--- src/rtl/fetch_ctrl.sv ---
// fetch_ctrl
// Next-PC sequencer and issue controller for the fetch stage. Each cycle it
// picks the value loaded into the fetch PC register (sequential PC+4, branch
// target, or hold), qualifies the fetched instruction for decode, and manages
// hazard stalls, taken-branch redirects with a flush window, and HALT.
//
// Ports:
//   clk_i        - clock, all state changes on the rising edge
//   rst_i        - synchronous active-high reset
//   seq_pc_i     - fetch stage's PC+4
//   instr_i      - instruction at the current fetch PC
//   stall_i      - hazard-unit stall request
//   br_taken_i   - branch resolved taken in execute
//   br_target_i  - branch target, valid with br_taken_i
//   next_pc_o    - value for the fetch PC register (combinational)
//   pc_o         - shadow of the current fetch PC
//   valid_o      - instr_i issues to decode this cycle (combinational)
//   flush_o      - squash younger pipeline registers (combinational)
//   halted_o     - fetch is halted (registered)
//   issue_cnt_o  - wrapping count of issued instructions (registered)

module fetch_ctrl #(
  parameter int             PWIDTH       = 16,
  parameter int             IWIDTH       = 24,
  parameter int             OPW          = 4,
  parameter logic [OPW-1:0] HALT_OP      = 4'hF,
  parameter int             FLUSH_CYCLES = 1,
  parameter int             CWIDTH       = 16
) (
  input  logic              clk_i,
  input  logic              rst_i,
  input  logic [PWIDTH-1:0] seq_pc_i,
  input  logic [IWIDTH-1:0] instr_i,
  input  logic              stall_i,
  input  logic              br_taken_i,
  input  logic [PWIDTH-1:0] br_target_i,
  output logic [PWIDTH-1:0] next_pc_o,
  output logic [PWIDTH-1:0] pc_o,
  output logic              valid_o,
  output logic              flush_o,
  output logic              halted_o,
  output logic [CWIDTH-1:0] issue_cnt_o
);

  typedef enum logic [1:0] {
    RUN   = 2'd0,
    FLUSH = 2'd1,
    HALT  = 2'd2
  } state_e;

  localparam logic [3:0] FLUSH_INIT = 4'(FLUSH_CYCLES);

  state_e            state_q, state_d;
  logic [3:0]        fcnt_q, fcnt_d;
  logic [PWIDTH-1:0] pc_q;
  logic [CWIDTH-1:0] cnt_q;
  logic              is_halt_op;

  assign is_halt_op = (instr_i[IWIDTH-1 -: OPW] == HALT_OP);

  // State, flush counter, PC shadow and issue counter. The shadow simply
  // follows next_pc_o, which is forced to 0 during reset so it tracks the
  // fetch PC register exactly.
  always_ff @(posedge clk_i) begin
    if (rst_i) begin
      state_q <= RUN;
      fcnt_q  <= 4'd0;
      pc_q    <= '0;
      cnt_q   <= '0;
    end else begin
      state_q <= state_d;
      fcnt_q  <= fcnt_d;
      pc_q    <= next_pc_o;
      if (valid_o) begin
        cnt_q <= cnt_q + 1'b1;
      end
    end
  end

  // Next-state logic. A redirect overrides every state, including HALT,
  // because the HALT may have been fetched down the wrong path.
  always_comb begin
    state_d = state_q;
    fcnt_d  = fcnt_q;
    if (br_taken_i) begin
      if (FLUSH_INIT != 4'd0) begin
        state_d = FLUSH;
        fcnt_d  = FLUSH_INIT;
      end else begin
        state_d = RUN;
        fcnt_d  = 4'd0;
      end
    end else begin
      case (state_q)
        FLUSH: begin
          fcnt_d = fcnt_q - 4'd1;
          // Leaving on the last counted cycle keeps flush_o high for exactly
          // FLUSH_CYCLES cycles after the redirect cycle.
          if (fcnt_q <= 4'd1) begin
            state_d = RUN;
            fcnt_d  = 4'd0;
          end
        end
        HALT: begin
          state_d = HALT;
        end
        RUN: begin
          if (!stall_i && is_halt_op) begin
            state_d = HALT;
          end
        end
        default: begin
          state_d = RUN;
          fcnt_d  = 4'd0;
        end
      endcase
    end
  end

  // Output logic. Holding means reloading pc_q; the HALT instruction itself
  // still issues, but the PC does not advance past it.
  always_comb begin
    next_pc_o = pc_q;
    valid_o   = 1'b0;
    flush_o   = 1'b0;
    if (rst_i) begin
      next_pc_o = '0;
    end else if (br_taken_i) begin
      next_pc_o = br_target_i;
      flush_o   = 1'b1;
    end else begin
      case (state_q)
        FLUSH: begin
          flush_o = 1'b1;
        end
        HALT: begin
          next_pc_o = pc_q;
        end
        RUN: begin
          if (stall_i) begin
            next_pc_o = pc_q;
          end else if (is_halt_op) begin
            valid_o = 1'b1;
          end else begin
            next_pc_o = seq_pc_i;
            valid_o   = 1'b1;
          end
        end
        default: begin
          next_pc_o = pc_q;
        end
      endcase
    end
  end

  assign pc_o        = pc_q;
  assign halted_o    = (state_q == HALT);
  assign issue_cnt_o = cnt_q;

endmodule

--- config.mk ---
export PLATFORM = sky130hd
export DESIGN_NAME = fetch_ctrl
export DESIGN_NICKNAME = d
export VERILOG_FILES = /design/src/rtl/fetch_ctrl.sv
export SDC_FILE = /design/constraint.sdc
export NUM_CORES = 1
export LEC_CHECK = 0
export BUFFER_PORTS_ARGS = -buffer_cell sky130_fd_sc_hd__buf_2
export CORE_UTILIZATION = 30
export DETAILED_ROUTE_END_ITERATION = 8
export SYNTH_ARGS = -nofsm -noshare
export SYNTH_HDL_FRONTEND = slang
export SYNTH_SLANG_ARGS = --single-unit
--- constraint.sdc ---
create_clock -name clk_i -period 2.15 [get_ports clk_i]
set_input_delay 0.1075 -clock clk_i [delete_from_list [all_inputs] [get_ports clk_i]]
set_output_delay 0.1075 -clock clk_i [all_outputs]
set_load 0.01 [all_outputs]
Word level (Yosys, flattened, before mapping)

Cells that the tools add are included.

Bits in registers: 38
Input bits: 60
Output and inout port bits: 51

$add $sub $neg: 2
$lt $le $gt $ge: 1
Equality and inequality tests: 8
Mux-type cells: 19
Reductions and logical operators: 7

Operators with widths:

| cell                    | count |
|---|---|
| $mux W16                | 5 |
| $add A16 B1 Y16 const B | 1 |
| $mux W1                 | 9 |
| $pmux W4 S2             | 1 |
| $ne A3 B3 Y1 const B    | 2 |
| $pmux W2 S3             | 1 |
| $eq A4 B4 Y1 const B    | 1 |
| $le A4 B1 Y1 const B    | 1 |
| $mux W2                 | 2 |
| $mux W4                 | 1 |
| $ne A2 B2 Y1 const B    | 2 |
| $reduce_and A2 Y1       | 2 |
| $reduce_or A2 Y1        | 2 |
| $sub A4 B1 Y4 const B   | 1 |
| $eq A2 B1 Y1 const B    | 1 |
| $eq A2 B2 Y1 const B    | 1 |
| $logic_not A2 Y1        | 1 |
| $ne A2 B1 Y1 const B    | 1 |
| $logic_and A1 B1 Y1     | 1 |
| $logic_not A1 Y1        | 1 |

Logic depth before layout (Yosys ltp)

Word-level depth: 6
Gate-level depth with buffers: 6
Depth with buffers taken out: 6

Worst setup path after synthesis

OpenSTA, ideal clock, no wires.

Kind: register to register
Start point: register cnt_q[5], in the netlist issue_cnt_o[5]
End point: register cnt_q[15], in the netlist issue_cnt_o[15]
Library setup time: 0.071 ns
Arrival: 1.732 ns
Path slack: 0.347 ns
Stages on the path, launching flop included: 5
Buffers on the path: 0
Period minus slack after synthesis: 1.803 ns
Path through: dfxtp_1 nand4_2 or4_4 or4_1 a21oi_1

Longest elaborated chain between the ends: 1

RTL lines:

| item                     | line | source |
|---|---|---|
| start: declaration       | 56   | `logic [CWIDTH-1:0] cnt_q;` |
| start signal: assignment | 75   | `cnt_q <= cnt_q + 1'b1;` |
| $add A16 B1 Y16          | 75   |  |

Every way passes these cells.
A chain may end at the register's enable or synchronous reset.

Final worst setup path

Start point: register state_q[0]
End point: output port next_pc_o[3]

Longest elaborated chain between the ends: 4

RTL lines:

| item                     | line | source |
|---|---|---|
| start: declaration       | 53   | `state_e state_q, state_d;` |
| start signal: assignment | 71   | `state_q <= state_d;` |
| $logic_not A2 Y1         | 132  | `case (state_q)` |
| $mux W16                 | 132  |  |
| $mux W16                 | 128  | `end else if (br_taken_i) begin` |
| $mux W16                 | 126  | `if (rst_i) begin` |
| end: declaration         | 37   | `output logic [PWIDTH-1:0] next_pc_o,` |

Every way passes these cells.

==> out/metrics.yaml <==
outcome:
  status: "finished, final reports clean"
hold_path:
  hold_path_startpoint: "br_taken_i"
  holdCritPathClass: "in2reg"
setup_path:
  end_kind: "primary output"
  critPathKind: "reg2out"
  rrSetupSlack_ns: 0.28
  crit_start: "state_q[0]"
  r2r-start: "issue_cnt_o[4]"
  crit_required_ns: 2.04
  cp-start-kind: "flop"
  cp.arrival_ns: 1.86
  path_max_fanout: 12
detailed_routing:
  drt-vias-per-instance: 5.33
  drtIter0Drc: 88
  first_pass_iters: 4
  ant_nets: 0
  wl_per_cell_um: 13.0
  num_vias: 2181
  drt-total-wl_um: 5300
  remaining_drc_errors: 0
run:
  maxCapViolCount: 0
finish:
  antenna_cells: 0
  postLayoutCoreUtil_pct: 43.2
  final_cell_mix: "buf_2 (90), dfxtp_1 (36), a311oi_1 (32), nor2_1 (30), nand2_1 (26)"
  fin_nets: 396
  drive_gt1_share_pct: 34.7
  area_delta_synth_final_pct: 35.3
  finalInstanceArea_um2: 2620
  layout_commonest_cell: "buf_2"
  fin_cells: 409
grt:
  grt_max_degree: 53
  grt_pass1_wl_um: 8280
  antenna_found_initial: 0
  grt_pass1_vias: 1814
  grt.overflow.total: 0
  grt_use_total_pct: 16.1
floorplanning:
  core-area_um2: 6060
  die_h_um: 82.3
  die-area_um2: 6770
  die_width_um: 82.3
  start_util_pct: 31.9
  rows: 28
  io_pins: 111
placed_design:
  place.gp.congestion: 0.741
  dpl.hpwl_um: 3740
  place_area_um2: 2500
  dp.cells: 401
  portBuffers: 90
synthesis:
  syn_area_um2: 1930
  ys_seq_area_share_pct: 39.3
  synth_cell_types: 32
  syn_area_per_cell_um2: 7.99
  ys_ff_latch: 38
  yosys_warnings: 0
  synth_nets: 305
  synthCells: 242
sta:
  period_needed_ns: 1.96
  drv_slew: 0
  finalHoldViolations: 0
  max_slew_margin_pct: 65.1
  min_period_over_period_pct: 91.4
  fin_worst_skew_ns: 0.00957
  worstMarginPinSlew_ns: 0.523
  max_clock_freq_ghz: 0.509
  rsz0062_at_grt: "false"
  setup_violations: 0
  setup_tns_ns: 0
clocking:
  numCtsBuffers: 5
  cts_setup_buffers: 0
  root_buffer: "clkbuf_8"
  cts_tree: "built"
  cts_buffer_depth: 2
  cts.sinks: 38
  cts_htree_levels: 2
  clock_latency_ns: 0.29
  path_clk_slew_ns: 0.07
power_and_ir_drop:
  p_total_mw: 1.63
  p_per_area_nw_per_um2: 622
  ir_worst_vdd_uv: 481
  p_leak_nw: 1.11
synthesized netlist by cell type:
| master | number | area (um2) |
|---|---|---|
| clkbuf_1 | 13 | 48.8 |
| and2_1 | 3 | 18.8 |
| o21ai_0 | 10 | 50.1 |
| nor2b_1 | 2 | 12.5 |
| ha_1 | 3 | 37.5 |
| and2_2 | 1 | 7.51 |
| dfxtp_1 | 38 | 761 |
| o31a_1 | 1 | 8.76 |
| xor2_1 | 4 | 35.0 |
| nand3b_1 | 1 | 7.51 |
| nand4_1 | 5 | 31.3 |
| or3_1 | 8 | 50.1 |
| and4_2 | 1 | 10.0 |
| xnor2_1 | 1 | 8.76 |
| nand2b_1 | 3 | 18.8 |
| or4_4 | 2 | 22.5 |
| inv_1 | 7 | 26.3 |
| buf_2 | 2 | 10.0 |
| nor2_1 | 30 | 113 |
| or4_1 | 3 | 22.5 |
| nand2_1 | 26 | 97.6 |
| nor3_2 | 1 | 10.0 |
| nand4_2 | 1 | 12.5 |
| a311oi_1 | 32 | 280 |
| nor3_1 | 2 | 10.0 |
| o211ai_1 | 1 | 7.51 |
| buf_1 | 1 | 3.75 |
| a21oi_1 | 14 | 70.1 |
| nor4b_1 | 1 | 8.76 |
| or2_2 | 1 | 6.26 |
| o31ai_1 | 3 | 22.5 |
| nand3_1 | 21 | 105 |
critical path, stage by stage (launching register included):
cell      delay (ns)
dfxtp_2         0.42
nor3_2          0.07
buf_4           0.18
nand2_1         0.20
buf_12          0.17
nand2_1         0.07
a311oi_1        0.27
buf_2           0.18
what timing repair did:
action                     in CTS  in global routing
resized for setup               0                  2
hold buffers                    0                  0
setup endpoints to repair       0                 14
routing by layer:
metal | routed length [um] | global-route usage (%)
met5 | 0 | 0
met4 | 45 | 5.26
met3 | 355 | 4.51
met2 | 2390 | 26.6
met1 | 2510 | 20.0
registers in the layout, indices dropped and copies added (netlist names):
name,cells
fcnt_q,4
issue_cnt_o,16
state_q,2
pc_o,16
power breakdown:
part	internal, mW	switching, mW
Clock	0.346	0.257
Combinational	0.118	0.154
Sequential	0.732	0.0195
layout make-up:
type | count | area (um2)
clock buffer | 6 | 72.6
clock inverter | 2 | 37.5
fill | 633 | 3440
inverter | 7 | 26.3
multi-input combinational | 181 | 1080
sequential | 38 | 763
tap | 75 | 93.8
timing repair buffer | 100 | 538
per-stage QoR:
stage,hold slack (ns),setup WS (ns)
after global placement,0.397,0.306
after detailed placement,0.400,0.287
after global routing,0.116,0.00146
after CTS,0.0994,0.0549
final,0.118,0.185
after floorplan,0.228,0.347
kinds of logic after synthesis:
| group | count (synthesis) | synth area share, % |
|---|---|---|
| buffers and inverters | 23 | 4.59 |
| AOI/OAI and AO/OA | 61 | 22.7 |
| xor gates and xnor gates | 5 | 2.26 |
| adders and majority gates | 3 | 1.94 |
| DFF | 38 | 39.3 |
| and+or+nand+nor | 112 | 29.2 |
path summary, 6_finish.rpt:
path                           to  depth (start not counted)
hold / removal         state_q[0]                          3
hold reg to reg         fcnt_q[2]                          2
setup reg to reg  issue_cnt_o[15]                          4
setup / recovery     next_pc_o[3]                          7
Note: power is estimated with default switching activity, not from simulation.
